File: src/rtl/div32_unit.sv
// Multi-cycle restoring divider (quotient -> ZLo, remainder -> ZHi), one quotient bit per clock.
// Optional abort input when DIV32_ABORT_EN is defined.
module div32_unit #(
  parameter int WIDTH = 32
) (
  input  logic             clock,
  input  logic             clear,
  input  logic             start,
  input  logic             signed_op,
`ifdef DIV32_ABORT_EN
  input  logic             abort,
`endif
  input  logic [WIDTH-1:0] dividend,
  input  logic [WIDTH-1:0] divisor,
  output logic             busy,
  output logic             done,
  output logic             div_by_zero,
  output logic [WIDTH-1:0] quotient,
  output logic [WIDTH-1:0] remainder
);

  localparam int CW = $clog2(WIDTH + 1);
  localparam logic [WIDTH-1:0] ONE = {{(WIDTH-1){1'b0}}, 1'b1};

  typedef enum logic [1:0] {IDLE, RUN, FIX, DONE} state_e;

  state_e           state_q;
  logic             busy_q, done_q, dbz_q;
  logic [WIDTH-1:0] quo_out_q, rem_out_q;
  logic [WIDTH:0]   acc_q;
  logic [WIDTH-1:0] quo_q, dsr_q;
  logic [CW-1:0]    cnt_q;
  logic             neg_quo_q, neg_rem_q;

  logic             abort_w;
  logic [2*WIDTH:0] pair_d;
  logic [WIDTH:0]   diff_d, acc_d;
  logic [WIDTH-1:0] quo_d;
  logic             take_d;

  function automatic logic [WIDTH-1:0] magnitude(input logic [WIDTH-1:0] v, input logic is_signed);
    return (is_signed && v[WIDTH-1]) ? (~v + ONE) : v;
  endfunction

  function automatic logic [WIDTH-1:0] apply_sign(input logic [WIDTH-1:0] v, input logic neg);
    return neg ? (~v + ONE) : v;
  endfunction

`ifdef DIV32_ABORT_EN
  assign abort_w = abort;
`else
  assign abort_w = 1'b0;
`endif

  // One restoring step: shift {acc,quo} left, subtract divisor when it fits.
  always_comb begin
    pair_d = {acc_q, quo_q} << 1;
    diff_d = pair_d[2*WIDTH:WIDTH] - {1'b0, dsr_q};
    take_d = pair_d[2*WIDTH:WIDTH] >= {1'b0, dsr_q};
    acc_d  = take_d ? diff_d : pair_d[2*WIDTH:WIDTH];
    quo_d  = pair_d[WIDTH-1:0] | {{(WIDTH-1){1'b0}}, take_d};
  end

  // DONE is a one-cycle settle state; done/busy are registered so the pulse follows it.
  always_ff @(posedge clock or negedge clear) begin
    if (!clear) begin
      state_q   <= IDLE;
      busy_q    <= 1'b0;
      done_q    <= 1'b0;
      dbz_q     <= 1'b0;
      quo_out_q <= '0;
      rem_out_q <= '0;
      acc_q     <= '0;
      quo_q     <= '0;
      dsr_q     <= '0;
      cnt_q     <= '0;
      neg_quo_q <= 1'b0;
      neg_rem_q <= 1'b0;
    end else begin
      done_q <= 1'b0;
      if (abort_w && busy_q) begin
        state_q <= IDLE;
        busy_q  <= 1'b0;
      end else begin
        case (state_q)
          IDLE: begin
            if (start) begin
              dsr_q     <= magnitude(divisor, signed_op);
              quo_q     <= magnitude(dividend, signed_op);
              acc_q     <= '0;
              cnt_q     <= CW'(WIDTH);
              neg_quo_q <= signed_op & (dividend[WIDTH-1] ^ divisor[WIDTH-1]);
              neg_rem_q <= signed_op & dividend[WIDTH-1];
              busy_q    <= 1'b1;
              if (divisor == '0) begin
                quo_out_q <= '1;
                rem_out_q <= dividend;
                dbz_q     <= 1'b1;
                state_q   <= DONE;
              end else begin
                state_q <= RUN;
              end
            end
          end
          RUN: begin
            acc_q <= acc_d;
            quo_q <= quo_d;
            cnt_q <= cnt_q - CW'(1);
            if (cnt_q == CW'(1)) state_q <= FIX;
          end
          FIX: begin
            quo_out_q <= apply_sign(quo_q, neg_quo_q);
            rem_out_q <= apply_sign(acc_q[WIDTH-1:0], neg_rem_q);
            dbz_q     <= 1'b0;
            state_q   <= DONE;
          end
          DONE: begin
            busy_q  <= 1'b0;
            done_q  <= 1'b1;
            state_q <= IDLE;
          end
          default: state_q <= IDLE;
        endcase
      end
    end
  end

  assign busy        = busy_q;
  assign done        = done_q;
  assign div_by_zero = dbz_q;
  assign quotient    = quo_out_q;
  assign remainder   = rem_out_q;

endmodule

File: config.mk
export PLATFORM = sky130hd
export DESIGN_NAME = div32_unit
export DESIGN_NICKNAME = d
export VERILOG_FILES = /design/src/rtl/div32_unit.sv
export SDC_FILE = /design/constraint.sdc
export NUM_CORES = 1
export LEC_CHECK = 0
export BUFFER_PORTS_ARGS = -buffer_cell sky130_fd_sc_hd__buf_4
export CAP_MARGIN = 20
export CORE_ASPECT_RATIO = 0.6
export CORE_MARGIN = 3
export CORE_UTILIZATION = 64
export CTS_BUF_LIST = sky130_fd_sc_hd__clkbuf_16
export DETAILED_ROUTE_END_ITERATION = 16
export PLACE_DENSITY_LB_ADDON = 0.08
export SYNTH_ARGS = -nofsm -noshare
export SYNTH_HDL_FRONTEND = slang
export SYNTH_SLANG_ARGS = --single-unit
File: constraint.sdc
create_clock -name clock -period 4.25 [get_ports clock]
set_clock_uncertainty 0.05 [all_clocks]
set_input_delay 0.2125 -clock clock [delete_from_list [all_inputs] [get_ports clock]]
set_output_delay 0.2125 -clock clock [all_outputs]
set_load 0.005 [all_outputs]
==> impl_metrics.env, run 1 <==
export IMPL_holdPathEnd="dsr_q[31]"
export IMPL_worstReg2RegEnd="acc_q[31]"
export IMPL_dr_pass1_iters=5
export IMPL_grtUsageTotal_pct=34.7
export IMPL_whs_path_depth=3
export IMPL_hp_start="divisor[31]"
export IMPL_syn_area_per_cell_um2=8.22
export IMPL_cts_buffers_inserted=17
export IMPL_drc=0
export IMPL_r2r_slack_ns=0.47
export IMPL_hold_viol=0
export IMPL_drv_cap=0
export IMPL_whs_ns=0.0183
export IMPL_wl_per_cell_um=19.9
export IMPL_end_kind="flop"
export IMPL_grt_setup_unrepaired="no"
export IMPL_root_buffer="clkbuf_16"
export IMPL_grt_max_degree=103
export IMPL_synth_async_reset_ratio_pct=100
export IMPL_crit_arrival_ns=4.11
export IMPL_postCtsSetupRepairBufs=0
export IMPL_syn_num_nets=1544
export IMPL_max_freq_mhz=261
export IMPL_clk_latency_ns=0.44
export IMPL_final_min_clock_period_ns=3.83
export IMPL_ys_types=69
export IMPL_num_rows=37
export IMPL_fp_dieH_um=111
export IMPL_finalMaxSlewViolations=0
export IMPL_drive_gt1_share_pct=13.5
export IMPL_cts_tree="done"
export IMPL_grt_ovfl_total=0
export IMPL_synth_edff_count=0
export IMPL_vias=11400
export IMPL_hp_class="primary input to flop"
export IMPL_path_cells="dlygate4sd3_1 > buf_4 > inv_1 > ha_1 > or4b_1 > nor4_4 > nand2_2 > nor4_4 > nand3_2 > o21ai_4 > nand2_1 > o22a_1"
export IMPL_core_area_um2=17600
export IMPL_tns_ns=0
export IMPL_critical_path_max_stage_delay_ns=0.60
export IMPL_switchingPower_mw=5.58
export IMPL_ys_flop_type="dfrtp_1"
export IMPL_post_route_period_util_pct=90.0
export IMPL_clockBufferDepth=2
export IMPL_clk_pin_slew_ns=0.07
export IMPL_setup_viol=0
export IMPL_grt_pass1_vias=10400
export IMPL_syn_cell_area_um2=11800
export IMPL_n_antenna_cell=0
export IMPL_path_class="primary input to flop"
export IMPL_grt_pass1_wl_um=56700
export IMPL_fill_cells=1295
export IMPL_cp_max_fo=18
export IMPL_pwr_share_comb_pct=57.8
export IMPL_cpLargestDelayFamily="simple AND/OR/NAND/NOR gates"
export IMPL_wl_met3_um=4210
export IMPL_internal_power_mw=5.90
export IMPL_tightest_slew_ns=1.05
export IMPL_power_leakage_nw=5.93
export IMPL_r2r_start="acc_q[5]"
export IMPL_highest_layer="met4"
export IMPL_port_buffers=134
export IMPL_wl_um=35300
export IMPL_ys_seq_area_share_pct=36.8
export IMPL_path_buf_inv=3
export IMPL_drt_iter0_drc=1276
export IMPL_clock_sinks=173
export IMPL_synth_seq_cells=173
export IMPL_start_util_pct=67.0
export IMPL_outcome="complete, no violations"
export IMPL_rr_worst_depth=10
export IMPL_wl_met2_um=14500
export IMPL_start_kind="primary input"
export IMPL_area_growth_pct=15.5
export IMPL_num_io_pins=135
export IMPL_dpl_hpwl_um=25700
export IMPL_vdd_drop_max_v=0.000448
export IMPL_dieArea_um2=20100
export IMPL_nNetsFinal=1643
export IMPL_max_slew_margin_pct=29.7
export IMPL_postRouteAntennaNets=0
export IMPL_pwr_density_cell_nw_per_um2=844
export IMPL_critical_path_slowest_cell="or4b_1"
export IMPL_dieWidth_um=181
export IMPL_swShare_pct=48.6
export IMPL_path_common_cell="nor4_4"
export IMPL_yosys_warnings=0
export IMPL_power_share_sequential_pct=27.2
export IMPL_synthCells=1433
export IMPL_viasPerCell=6.40
export IMPL_routabilityCongestion=1.08
export IMPL_clkPwrFrac_pct=14.9
export IMPL_antenna_found_initial=0
export IMPL_met1_length_um=16200
export IMPL_critPathRequiredTime_ns=4.53
export IMPL_htree_levels=4
## cell type report
type | count | area, µm² | area share, %
clock buffer | 17 | 425 | 3.13
clock inverter | 15 | 195 | 1.44
inverter | 60 | 225 | 1.66
multi-input combinational | 1127 | 6940 | 51.0
sequential | 173 | 4330 | 31.8
tap | 234 | 293 | 2.15
timing repair buffer | 153 | 1190 | 8.78
## cell usage after synthesis (all sizes together) (19+ instances only)
library cell,n,area (µm²)
o21ai,202,1010
nand2,184,693
dfrtp,173,4330
nor2,128,480
a21oi,113,566
xor2,93,815
clkbuf,63,236
inv,58,218
xnor2,52,455
ha,42,526
a31oi,31,194
o31ai,26,209
nand3,22,115
or3,22,159
nor3,19,100
## metrics by stage
stage	area (µm²)	std cells	util, %	power (mW)	worst slack, ns
2_1_floorplan	11800	1433	-	7.44	1.44
3_3_place_gp	12900	1743	73.4	9.32	0.653
3_5_place_dp	12900	1743	73.4	9.48	0.604
4_1_cts	13600	1777	77.1	11.2	0.501
5_1_grt	13600	1779	77.3	12.3	0.215
6_report	13600	1779	77.3	11.5	0.425
## state kept, by name, summed over array words and instances (netlist names)
| register | flops |
|---|---|
| done | 1 |
| div_by_zero | 1 |
| neg_quo_q | 1 |
| quo_q | 32 |
| remainder | 32 |
| neg_rem_q | 1 |
| state_q | 2 |
| dsr_q | 32 |
| acc_q | 32 |
| cnt_q | 6 |
| busy | 1 |
| quotient | 32 |
## what timing repair did
action	CTS	global route
gates resized for setup	0	0
endpoints found under the setup margin	0	0
hold buffers	2	0
endpoints found under the hold margin	102	0
## routing by layer
layer	vias up	GRT usage, %
met5	-	0
met4	0	6.90
met3	44	8.89
met2	642	47.6
met1	5421	54.9
li1	5273	-
## worst min-delay path, cell delays in order
cell and delay [ns]:
buf_4 0.12, nand3_1 0.06, o21ai_0 0.08
## power by group through the flow
stage	logic (mW)	clock network, mW	registers (mW)
final	6.64	1.71	3.12
after global routing	7.30	1.78	3.22
after CTS	6.40	1.70	3.13
after detailed placement	6.34	0	3.14
after global placement	6.20	0	3.12
after floorplan	4.55	0	2.89
## cells by family (layout without fill, tap and decap cells)
family	count (synthesis)	count (layout)	share of synthesized area (%)
buffers and inverters	133	245	4.54
xor gates and xnor gates	145	145	10.8
DFF	173	173	36.8
AOI/OAI and AO/OA	469	469	24.0
adders and majority gates	43	43	4.63
muxes	12	12	1.02
and+or+nand+nor	458	458	18.3
## worst max-delay path by stage
stage	start	endpoint	slack, ns	cells past startpoint
after floorplan	quo_q[31]	acc_q[26]	1.44	13
after global placement	acc_q[5]	acc_q[27]	0.65	10
final	divisor[1]	quotient[22]	0.42	12
after detailed placement	divisor[0]	quotient[29]	0.60	11
after global routing	divisor[1]	quotient[17]	0.22	13
after CTS	divisor[1]	quotient[22]	0.50	12
## placed cells by master (no fill, tap or decap), types with 25 or more instances in the layout
master,instances
a21oi_1,112
a31oi_1,31
buf_4,147
dfrtp_1,173
ha_1,41
inv_1,59
nand2_1,182
nor2_1,128
o21ai_0,184
o31ai_1,25
xnor2_1,52
xor2_1,93
No activity file was read; power rests on OpenSTA's default activity.
==> run 2, diff against run 1 <==
==> constraint.sdc (replaced) <==
create_clock -name clock -period 4.25 [get_ports clock]
set_clock_uncertainty 0.05 [all_clocks]
set_input_delay 0.425 -clock clock [delete_from_list [all_inputs] [get_ports clock]]
set_output_delay 0.425 -clock clock [all_outputs]
set_load 0.005 [all_outputs]
==> impl_metrics.env, run 2 (synthesis results as in run 1) <==
export IMPL_clk_latency_ns=0.44
export IMPL_area_growth_pct=15.1
export IMPL_pwr_density_cell_nw_per_um2=834
export IMPL_switchingPower_mw=5.44
export IMPL_tightest_slew_ns=1.05
export IMPL_path_buf_inv=2
export IMPL_nNetsFinal=1643
export IMPL_multiInputGateArea_um2=6940
export IMPL_start_util_pct=67.0
export IMPL_tns_ns=0
export IMPL_wl_per_cell_um=19.4
export IMPL_htree_levels=4
export IMPL_crit_arrival_ns=3.99
export IMPL_max_slew_margin_pct=30.1
export IMPL_viasPerCell=6.40
export IMPL_finalMaxSlewViolations=0
export IMPL_path_cells="inv_1 > ha_1 > inv_1 > fa_1 > a211oi_1 > o21bai_1 > a21oi_1 > a211oi_1 > a21oi_1 > nor2_1 > a221oi_1 > mux2i_1 > o21ai_0"
export IMPL_root_buffer="clkbuf_16"
export IMPL_cts_hold_buf=0
export IMPL_port_buffers=134
export IMPL_pwr_share_comb_pct=57.7
export IMPL_drive_gt1_share_pct=13.5
export IMPL_postRouteAntennaNets=0
export IMPL_grt_pass1_wl_um=55400
export IMPL_clkPwrFrac_pct=14.7
export IMPL_drc=0
export IMPL_num_rows=37
export IMPL_path_class="flop to flop"
export IMPL_drv_cap=0
export IMPL_max_freq_mhz=268
export IMPL_dpl_hpwl_um=25200
export IMPL_hold_viol=4
export IMPL_vias=11400
export IMPL_dp_cells=1746
export IMPL_cts_resized=0
export IMPL_antenna_found_initial=0
export IMPL_fp_dieH_um=111
export IMPL_power_leakage_nw=5.92
export IMPL_violations="negative hold slack"
export IMPL_final_min_clock_period_ns=3.73
export IMPL_regArea_um2=4330
export IMPL_clockBufferDepth=2
export IMPL_num_io_pins=135
export IMPL_dieWidth_um=181
export IMPL_start_kind="flop"
export IMPL_cts_buffers_inserted=17
export IMPL_layout_cells_non_filler=1778
export IMPL_end_kind="flop"
export IMPL_post_route_period_util_pct=87.8
export IMPL_core_area_um2=17600
export IMPL_internal_power_mw=5.86
export IMPL_hp_class="primary input to asynchronous set/reset pin"
export IMPL_layout_commonest_cell="o21ai_0"
export IMPL_dr_pass1_iters=5
export IMPL_postCtsSetupRepairBufs=0
export IMPL_vdd_drop_max_v=0.000477
export IMPL_clk_pin_slew_ns=0.07
export IMPL_grtUsageTotal_pct=33.9
export IMPL_cts_tree="done"
export IMPL_cp_max_fo=3
export IMPL_whs_ns=-0.0113
export IMPL_critical_path_slowest_cell="dfrtp_1"
export IMPL_wl_um=34500
export IMPL_final_cell_mix="184 x o21ai_0, 182 x nand2_1, 173 x dfrtp_1, 151 x buf_4, 128 x nor2_1"
export IMPL_n_antenna_cell=0
export IMPL_critical_path_max_stage_delay_ns=0.48
export IMPL_drt_iter0_drc=1385
export IMPL_setup_viol=0
export IMPL_cpLargestDelayFamily="compound AO/OA/AOI/OAI gates"
export IMPL_power_share_sequential_pct=27.6
export IMPL_dieArea_um2=20100
export IMPL_grt_setup_unrepaired="no"
export IMPL_outcome="finished, violations left"
export IMPL_critPathRequiredTime_ns=4.51
export IMPL_clock_sinks=173
export IMPL_grt_pass1_vias=10400
export IMPL_routabilityCongestion=0.995
export IMPL_grt_max_degree=90
export IMPL_fill_cells=1321
export IMPL_swShare_pct=48.2
export IMPL_grt_ovfl_total=0
run 2: stage by stage:
step | hold slack, ns | worst slack [ns] | instance area [µm²] | total power, mW | utilization [%]
floorplan | 0.0794 | 1.44 | 11800 | 7.44 | -
global placement | 0.409 | 0.609 | 12900 | 9.22 | 73.6
detailed placement | 0.418 | 0.467 | 12900 | 9.42 | 73.6
CTS | 0.0122 | 0.676 | 13500 | 11.1 | 77.0
global route | 0.0342 | 0.371 | 13600 | 12.1 | 77.0
finish | -0.0113 | 0.516 | 13600 | 11.3 | 77.0
run 2: metal layers:
layer  vias to the layer above  GRT usage, %  wire [µm]
met4                         0          8.01        464
met3                        46          9.05       3920
met1                      5403          53.4      16000
met2                       639          45.9      14200
met5                         -             0          0
li1                       5287             -          -
run 2: final timing paths:
check                           endpoint  slack [ns]  cells past startpoint     startpoint
min reg2reg                remainder[16]        0.43                      2  remainder[16]
max reg2reg                    acc_q[28]        0.52                     13      quo_q[31]
min                             dsr_q[6]       -0.01                      1          clear
min in group clock             dsr_q[27]        0.23                      3    divisor[27]
max in group asynchronous      acc_q[23]        3.22                      2          clear
max                            acc_q[28]        0.52                     13      quo_q[31]
run 2: worst reg2reg max path, cell delays in order (launching register included):
cell and delay [ns]:
dfrtp_1 0.48, inv_1 0.14, ha_1 0.17, inv_1 0.05
fa_1 0.42, a211oi_1 0.31, o21bai_1 0.21, a21oi_1 0.43
a211oi_1 0.21, a21oi_1 0.31, nor2_1 0.16, a221oi_1 0.33
mux2i_1 0.23, o21ai_0 0.10
run 2: final cells by class:
class                      count  share of cell area [%]
clock buffer                  17                    3.14
clock inverter                14                    1.31
inverter                      60                    1.66
multi-input combinational   1127                    51.2
sequential                   173                    31.9
tap                          234                    2.16
timing repair buffer         153                    8.59
run 2: power groups by stage:
stage	clock network [mW]	logic, mW	registers (mW)
4_1_cts	1.67	6.38	3.09
2_1_floorplan	0	4.55	2.89
3_3_place_gp	0	6.14	3.09
6_report	1.66	6.53	3.12
3_5_place_dp	0	6.32	3.10
5_1_grt	1.73	7.21	3.21
==> run 3, diff against run 2 <==
--- a/config.mk
+++ b/config.mk
@@ -10,7 +10,6 @@
 export CORE_ASPECT_RATIO = 0.6
 export CORE_MARGIN = 3
 export CORE_UTILIZATION = 64
-export CTS_BUF_LIST = sky130_fd_sc_hd__clkbuf_16
 export DETAILED_ROUTE_END_ITERATION = 16
 export PLACE_DENSITY_LB_ADDON = 0.08
 export SYNTH_ARGS = -nofsm -noshare
==> impl_metrics.env, run 3 (synthesis results as in run 1) <==
export IMPL_dieArea_um2=20100
export IMPL_critical_path_max_stage_delay_ns=0.47
export IMPL_drive_gt1_share_pct=13.7
export IMPL_critPathRequiredTime_ns=4.51
export IMPL_path_class="flop to flop"
export IMPL_final_min_clock_period_ns=3.68
export IMPL_vias=11400
export IMPL_layout_commonest_cell="o21ai_0"
export IMPL_path_buf_inv=2
export IMPL_path_cells="inv_1 > ha_1 > inv_1 > fa_1 > a211oi_1 > o21bai_1 > a21oi_1 > a211oi_1 > a21oi_1 > nor2_1 > a221oi_1 > mux2i_1 > o21ai_0"
export IMPL_dieWidth_um=181
export IMPL_clkPwrFrac_pct=15.2
export IMPL_clk_latency_ns=0.45
export IMPL_switchingPower_mw=5.47
export IMPL_grtUsageTotal_pct=34.0
export IMPL_antenna_found_initial=0
export IMPL_n_antenna_cell=0
export IMPL_grt_pass1_wl_um=55500
export IMPL_drv_cap=0
export IMPL_drt_iter0_drc=1582
export IMPL_nNetsFinal=1643
export IMPL_design_area_um2=13600
export IMPL_routabilityCongestion=0.995
export IMPL_area_growth_pct=15.3
export IMPL_grt_pass1_vias=10400
export IMPL_cts_hold_buf=0
export IMPL_pre_cts_ws_ns=0.467
export IMPL_dr_pass1_iters=7
export IMPL_wl_um=34700
export IMPL_critical_path_slowest_cell="dfrtp_1"
export IMPL_postCtsSetupRepairBufs=0
export IMPL_tns_ns=0
export IMPL_dp_cells=1746
export IMPL_clock_sinks=173
export IMPL_finalMaxSlewViolations=0
export IMPL_viasPerCell=6.39
export IMPL_num_io_pins=135
export IMPL_clk_pin_slew_ns=0.07
export IMPL_port_buffers=134
export IMPL_drc=0
export IMPL_end_kind="flop"
export IMPL_num_rows=37
export IMPL_crit_arrival_ns=3.94
export IMPL_fp_dieH_um=111
export IMPL_hold_viol=16
export IMPL_violations="negative hold slack"
export IMPL_power_leakage_nw=5.94
export IMPL_max_slew_margin_pct=29.6
export IMPL_wl_per_cell_um=19.5
export IMPL_htree_levels=4
export IMPL_grt_max_degree=90
export IMPL_cp_max_fo=3
export IMPL_power_share_sequential_pct=27.4
export IMPL_internal_power_mw=5.92
export IMPL_place_area_um2=12900
export IMPL_cts_buffers_inserted=17
export IMPL_layout_cells_non_filler=1778
export IMPL_grt_ovfl_total=0
export IMPL_grt_setup_unrepaired="no"
export IMPL_start_kind="flop"
export IMPL_postRouteAntennaNets=0
export IMPL_final_cell_mix="184 x o21ai_0, 182 x nand2_1, 173 x dfrtp_1, 151 x buf_4, 128 x nor2_1"
export IMPL_root_buffer="clkbuf_16"
export IMPL_swShare_pct=48.0
export IMPL_cpLargestDelayFamily="compound AO/OA/AOI/OAI gates"
export IMPL_whs_ns=-0.0295
export IMPL_post_route_period_util_pct=86.6
export IMPL_cts_resized=0
export IMPL_fill_cells=1315
export IMPL_core_area_um2=17600
export IMPL_pwr_share_comb_pct=57.5
export IMPL_outcome="finished, violations left"
export IMPL_setup_ws_ns=0.571
export IMPL_dpl_hpwl_um=25200
export IMPL_vdd_drop_max_v=0.000477
export IMPL_pwr_density_cell_nw_per_um2=838
export IMPL_tightest_slew_ns=1.06
export IMPL_clockBufferDepth=2
export IMPL_start_util_pct=67.0
export IMPL_cts_tree="done"
export IMPL_max_freq_mhz=272
export IMPL_hp_class="primary input to asynchronous set/reset pin"
export IMPL_setup_viol=0
-- run 3: final timing paths --
| kind | startpoint | endpoint | slack (ns) | cells after the start |
|---|---|---|---|---|
| max in group asynchronous | clear | quo_q[26] | 3.22 | 2 |
| min in group clock | divisor[27] | dsr_q[27] | 0.22 | 3 |
| max reg2reg | quo_q[31] | acc_q[28] | 0.57 | 13 |
| min | clear | dsr_q[6] | -0.03 | 1 |
| max | quo_q[31] | acc_q[28] | 0.57 | 13 |
| min reg2reg | remainder[16] | remainder[16] | 0.43 | 2 |
-- run 3: stage by stage --
| step | hold WS (ns) | power [mW] | utilization [%] |
|---|---|---|---|
| finish | -0.0295 | 11.4 | 77.2 |
| global route | 0.0433 | 12.2 | 77.2 |
| CTS | 0.0129 | 11.2 | 77.2 |
| detailed placement | 0.418 | 9.42 | 73.6 |
| global placement | 0.409 | 9.22 | 73.6 |
| floorplan | 0.0794 | 7.44 | - |
-- run 3: area by class of cell --
type                       count  area (µm²)  share of cell area (%)
timing repair buffer         153        1160                    8.58
clock buffer                  21         470                    3.46
tap                          234         293                    2.16
sequential                   173        4330                    31.9
clock inverter                10         163                    1.20
multi-input combinational   1127        6940                    51.1
inverter                      60         225                    1.66
-- run 3: power groups by stage --
stage / registers [mW] / clock network [mW] / logic, mW
global placement: 3.09 / 0 / 6.14
floorplan: 2.89 / 0 / 4.55
detailed placement: 3.10 / 0 / 6.32
global route: 3.21 / 1.78 / 7.22
CTS: 3.09 / 1.73 / 6.38
finish: 3.11 / 1.73 / 6.54
-- run 3: layer usage --
layer / global-route usage, % / up-vias / wire length, µm
li1: - / 5275 / -
met1: 53.2 / 5382 / 16100
met2: 46.3 / 649 / 14200
met3: 9.02 / 56 / 3800
met4: 8.27 / 0 / 607
met5: 0 / - / 0
-- run 3: worst register-to-register path, delay by kind of cell, from the launching register on --
kind            cells  cell delay [ns]
compound gates      7             1.87
fa+ha+maj           2             0.59
flops               1             0.47
mux                 1             0.23
buf+inv             2             0.18
simple gates        1             0.15
